$ cat config.mk
export PLATFORM = sky130hd
export DESIGN_NAME = adder_pipe_stage
export DESIGN_NICKNAME = d
export VERILOG_FILES = /design/src/rtl/adder_pipe_stage.sv
export SDC_FILE = /design/constraint.sdc
export NUM_CORES = 1
export LEC_CHECK = 0
export ABC_AREA = 0
export BUFFER_PORTS_ARGS = -buffer_cell sky130_fd_sc_hd__buf_2
export CORE_AREA = 2 2 119 121
export DETAILED_ROUTE_END_ITERATION = 8
export DIE_AREA = 0 0 121 123
export GPL_ROUTABILITY_DRIVEN = 0
export PLACE_DENSITY = 0.61
export SYNTH_ARGS = -nofsm -noshare
export SYNTH_HDL_FRONTEND = slang
export SYNTH_SLANG_ARGS = --single-unit
$ cat constraint.sdc
create_clock -name clk -period 2.7 [get_ports clk]
set_clock_uncertainty 0.1 [all_clocks]
set_input_delay 0.54 -clock clk [delete_from_list [all_inputs] [get_ports clk]]
set_output_delay 0.54 -clock clk [all_outputs]
set_load 0.02 [all_outputs]
$ cat src/rtl/adder_pipe_stage.sv
// Valid/ready register wrapper around an external combinational 32-bit adder.
// Stage 1 holds operands driven to the adder; stage 2 captures sum, carry and flags.
module adder_pipe_stage #(
    parameter int N     = 32,
    parameter int CNT_W = 16
) (
    input  logic             clk,
    input  logic             rst_n,
    input  logic             in_valid,
    output logic             in_ready,
    input  logic [N-1:0]     in_a,
    input  logic [N-1:0]     in_b,
    input  logic             in_cin,
    output logic [N-1:0]     add_a,
    output logic [N-1:0]     add_b,
    output logic             add_cin,
    input  logic [N-1:0]     add_sum,
    input  logic             add_cout,
    output logic             out_valid,
    input  logic             out_ready,
    output logic [N-1:0]     out_sum,
    output logic             out_cout,
    output logic             out_ovf,
    output logic             out_zero,
    output logic [CNT_W-1:0] txn_count
);

    logic             r_s1_valid;
    logic             r_s2_valid;
    logic [N-1:0]     r_add_a;
    logic [N-1:0]     r_add_b;
    logic             r_add_cin;
    logic [N-1:0]     r_out_sum;
    logic             r_out_cout;
    logic             r_out_ovf;
    logic             r_out_zero;
    logic [CNT_W-1:0] r_txn_count;

    logic w_in_ready;
    logic w_in_fire;
    logic w_s1_adv;
    logic w_out_fire;
    logic w_ovf;
    logic w_zero;

    // Stage 1 may refill in the same edge it advances, giving one beat per cycle.
    assign w_s1_adv   = r_s1_valid & (~r_s2_valid | out_ready);
    assign w_in_ready = rst_n & (~r_s1_valid | w_s1_adv);
    assign w_in_fire  = in_valid & w_in_ready;
    assign w_out_fire = r_s2_valid & out_ready;

    assign w_ovf  = (r_add_a[N-1] == r_add_b[N-1]) & (add_sum[N-1] != r_add_a[N-1]);
    assign w_zero = (add_sum == '0);

    always_ff @(posedge clk or negedge rst_n) begin
        if (!rst_n) begin
            r_s1_valid <= 1'b0;
            r_add_a    <= '0;
            r_add_b    <= '0;
            r_add_cin  <= 1'b0;
        end else begin
            r_s1_valid <= w_in_fire | (r_s1_valid & ~w_s1_adv);
            if (w_in_fire) begin
                r_add_a   <= in_a;
                r_add_b   <= in_b;
                r_add_cin <= in_cin;
            end
        end
    end

    always_ff @(posedge clk or negedge rst_n) begin
        if (!rst_n) begin
            r_s2_valid <= 1'b0;
            r_out_sum  <= '0;
            r_out_cout <= 1'b0;
            r_out_ovf  <= 1'b0;
            r_out_zero <= 1'b0;
        end else begin
            r_s2_valid <= w_s1_adv | (r_s2_valid & ~out_ready);
            if (w_s1_adv) begin
                r_out_sum  <= add_sum;
                r_out_cout <= add_cout;
                r_out_ovf  <= w_ovf;
                r_out_zero <= w_zero;
            end
        end
    end

    // Counts accepted results; wraps silently.
    always_ff @(posedge clk or negedge rst_n) begin
        if (!rst_n) begin
            r_txn_count <= '0;
        end else if (w_out_fire) begin
            r_txn_count <= r_txn_count + CNT_W'(1);
        end
    end

    assign in_ready  = w_in_ready;
    assign add_a     = r_add_a;
    assign add_b     = r_add_b;
    assign add_cin   = r_add_cin;
    assign out_valid = r_s2_valid;
    assign out_sum   = r_out_sum;
    assign out_cout  = r_out_cout;
    assign out_ovf   = r_out_ovf;
    assign out_zero  = r_out_zero;
    assign txn_count = r_txn_count;

endmodule

==> metrics.txt <==
outcome=complete, no violations; Ys Warns=0; TritonCTS clock tree=done; initial drt markers=131; FF/Latch Area=2953 um2; actual slew at the worst max-slew pin=0.7226 ns; Max Cap Viol=0; die height=approximately 120 um; Port Buffers=219; Clock transition at path regs=~0.050 ns; post-synthesis sequential area ratio=62.83%; DRT Pass-1 Iters=4; crit path launch type=input pin; num rows=43; die width=121 um; Max Fanout on Critical Path=11; wire length per cell=14.94 um; RSZ-0062 raised after global routing=false; CP Data Arrival Time=1.62 ns; total number of H-tree levels=4; max incr delay on CP=~0.52 ns; CP Class=input pin to output port; Final min period=2.262 ns; CTS root buf=clkbuf_16; worst vdd ir=0.3868 mV; area grow syn2layout=41.75%; overall global routing resource usage=14.47%; CTS Buf Count=17; sequential power share=38.0%; first-pass GRT wire length=16570 um; HP Class=input pin to flip-flop; Sink Count=118; combinational share of power=23.1%; # setup viols final=0; TNS Setup=0 ns; commonest non-fill, non-tap cell in the layout=buf_2; CTS Buffer Depth=2; area of the multi-input gates=1667 um2; DRC Markers=0; Switching Share=28.88%; NetSw=1.754 mW; antenna cells=0; CP delay by family, top=buffers and inverters; Mapped Area=4700 um2; io pins=between 200 and 250; Cells after DPL=686; final hold vios=0; vias in the first global route=about 3400; Pint=4.320 mW; critical path, cell by cell=dlygate4sd3_1, buf_4, and2_4, buf_2; Synth Register Bits=118; Synth cell types=24; Fillers=1207; DIE AREA=14880 um2; Power Density=911.8 nW/um2; Skew-Pair Late Insertion Delay=roughly 0.41 ns; Clock Power Share=38.9%; Routed WL=about 11000 um; critical path capture point type=output port; vias=between 3000 and 4000; initial antenna violation count=0; post-synth net total=395; cell count after synthesis=292; most frequent cells in the layout=218 x buf_2, 118 x dfrtp_1, 60 x mux2_2, 39 x mux2_4, 17 x clkbuf_16; P_leak=3.424 nW; fin crit share=a little over four fifths; Worst Path Required=between 2 and 2.5 ns; Rel. slew slack=51.82%; WHS Path Cells=2; share of layout cells above drive strength 1=~66%; Setup Fix Bufs, Post-CTS=0; DP Wirelength=7911 um; slowest CP cell=dlygate4sd3_1; Final ANT Viol Nets=0; Worst R2R Path Depth=5; global route overflow=0; fin cells=719; max frequency=442.1 MHz; post-synthesis average cell area=16.09 um2; hold endpoint=add_b[20]$_DFFE_PN0P_; nets=629; FF-to-FF setup slack=0.85 ns; Vias/cell=4.502; Slew Limit Fails=0; worst r2r src=out_valid$_DFF_PN0_; worst reg2reg path endpoint=add_a[21]$_DFFE_PN0P_; core area=13610 um2; largest net degree at the start of global routing=59; worst path bufs/invs=3; Initial Util=34.53%; HP Start=in_b[20]
==> per-layer routing <==
metal | share of wire, % | vias to the layer above | wire length [um] | global-route usage, %
met4 | 1.5 | 0 | 164 | 5.959
met2 | 48 | 141 | 5160 | 22.37
met5 | 0 | - | 0 | 0
li1 | - | 1507 | - | -
met3 | 8.6 | 16 | 924 | 6.411
met1 | 42 | 1573 | 4491 | 17.70
==> metrics by stage <==
stage               total power, mW  setup slack, ns  hold WS (ns)  cell area (um2)  utilization [%]
floorplan                     3.181           0.9017        0.1444             4700                -
global placement              3.718           0.5506        0.2780             6022            44.24
detailed placement            3.757           0.5160        0.2787             6022            44.24
CTS                           6.164           0.4117        0.2330             6661            48.94
global route                  6.354           0.3869        0.2385             6661            48.94
finish                        6.074           0.4380        0.2629             6661            48.94
==> how the worst max path moves through the flow <==
stage	start	endpoint	slack [ns]	cells past startpoint
2_1_floorplan	out_ready	add_a[29]$_DFFE_PN0P_	0.90	6
3_3_place_gp	out_ready	add_a[23]$_DFFE_PN0P_	0.55	6
3_5_place_dp	out_ready	add_a[21]$_DFFE_PN0P_	0.52	6
4_1_cts	rst_n	in_ready	0.41	4
5_1_grt	rst_n	in_ready	0.39	4
6_report	rst_n	in_ready	0.44	4
==> cell usage after synthesis, drive strengths merged <==
cell type / count / area, um2
nand3: 5 / 25.02
o21ai: 1 / 5.000
and2: 1 / 8.760
inv: 1 / 3.750
and3: 3 / 18.77
mux2: 99 / 1261
nand2b: 2 / 12.51
o31ai: 1 / 7.510
nand2: 12 / 50.05
buf: 10 / 81.32
nor3: 2 / 10.01
dfrtp: 118 / 2953
a21oi: 1 / 5.000
xor2: 6 / 52.55
nor4: 8 / 50.05
xnor2: 9 / 78.83
nand4: 4 / 25.02
nand3b: 1 / 7.510
ha: 1 / 12.51
and4: 1 / 8.760
nor2: 6 / 22.52
==> flip-flops by register name, summed over array words and instances (netlist names), 16 cells and up <==
name	flops
add_a	32
add_b	32
out_sum	32
txn_count	16
==> layout make-up <==
type | count | share of cell area, %
Inverter | 1 | 0.05635
Sequential cell | 118 | 44.33
Timing Repair Buffer | 225 | 17.77
Clock inverter | 8 | 1.766
Multi-Input combinational cell | 163 | 25.02
Clock buffer | 24 | 7.682
Tap cell | 180 | 3.381
==> worst register-to-register path, cell delays in order (launching register included) <==
cell and delay, ns:
dfrtp_1 0.42, nand3b_1 0.12, and2_4 0.18, nand2_4 0.27, buf_12 0.27, mux2_2 0.37
==> what timing repair did <==
| item | 4_1_cts | 5_1_grt |
|---|---|---|
| hold buffers | 1 | 0 |
| gates resized for setup | 0 | 0 |
| endpoints found under the hold margin | 8 | 0 |
| setup endpoints to repair | 0 | 0 |
==> power by group through the flow <==
stage / sequential, mW / clock, mW / combinational [mW]
finish: 2.31 / 2.36 / 1.40
global route: 2.35 / 2.49 / 1.51
CTS: 2.31 / 2.43 / 1.43
detailed placement: 2.33 / 0 / 1.42
global placement: 2.32 / 0 / 1.40
floorplan: 2.73 / 0 / 0.451
==> kinds of logic (layout without fill, tap and decap cells) <==
group / count (synthesis) / after routing / synth area share (%)
xor gates and xnor gates: 15 / 15 / 2.796
muxes: 99 / 99 / 26.84
and+or+nand+nor: 45 / 45 / 5.085
AOI/OAI and AO/OA: 3 / 3 / 0.3726
DFF: 118 / 118 / 62.83
buffers and inverters: 11 / 258 / 1.810
adders and majority gates: 1 / 1 / 0.2662
Note: power is estimated with default switching activity, not from simulation.
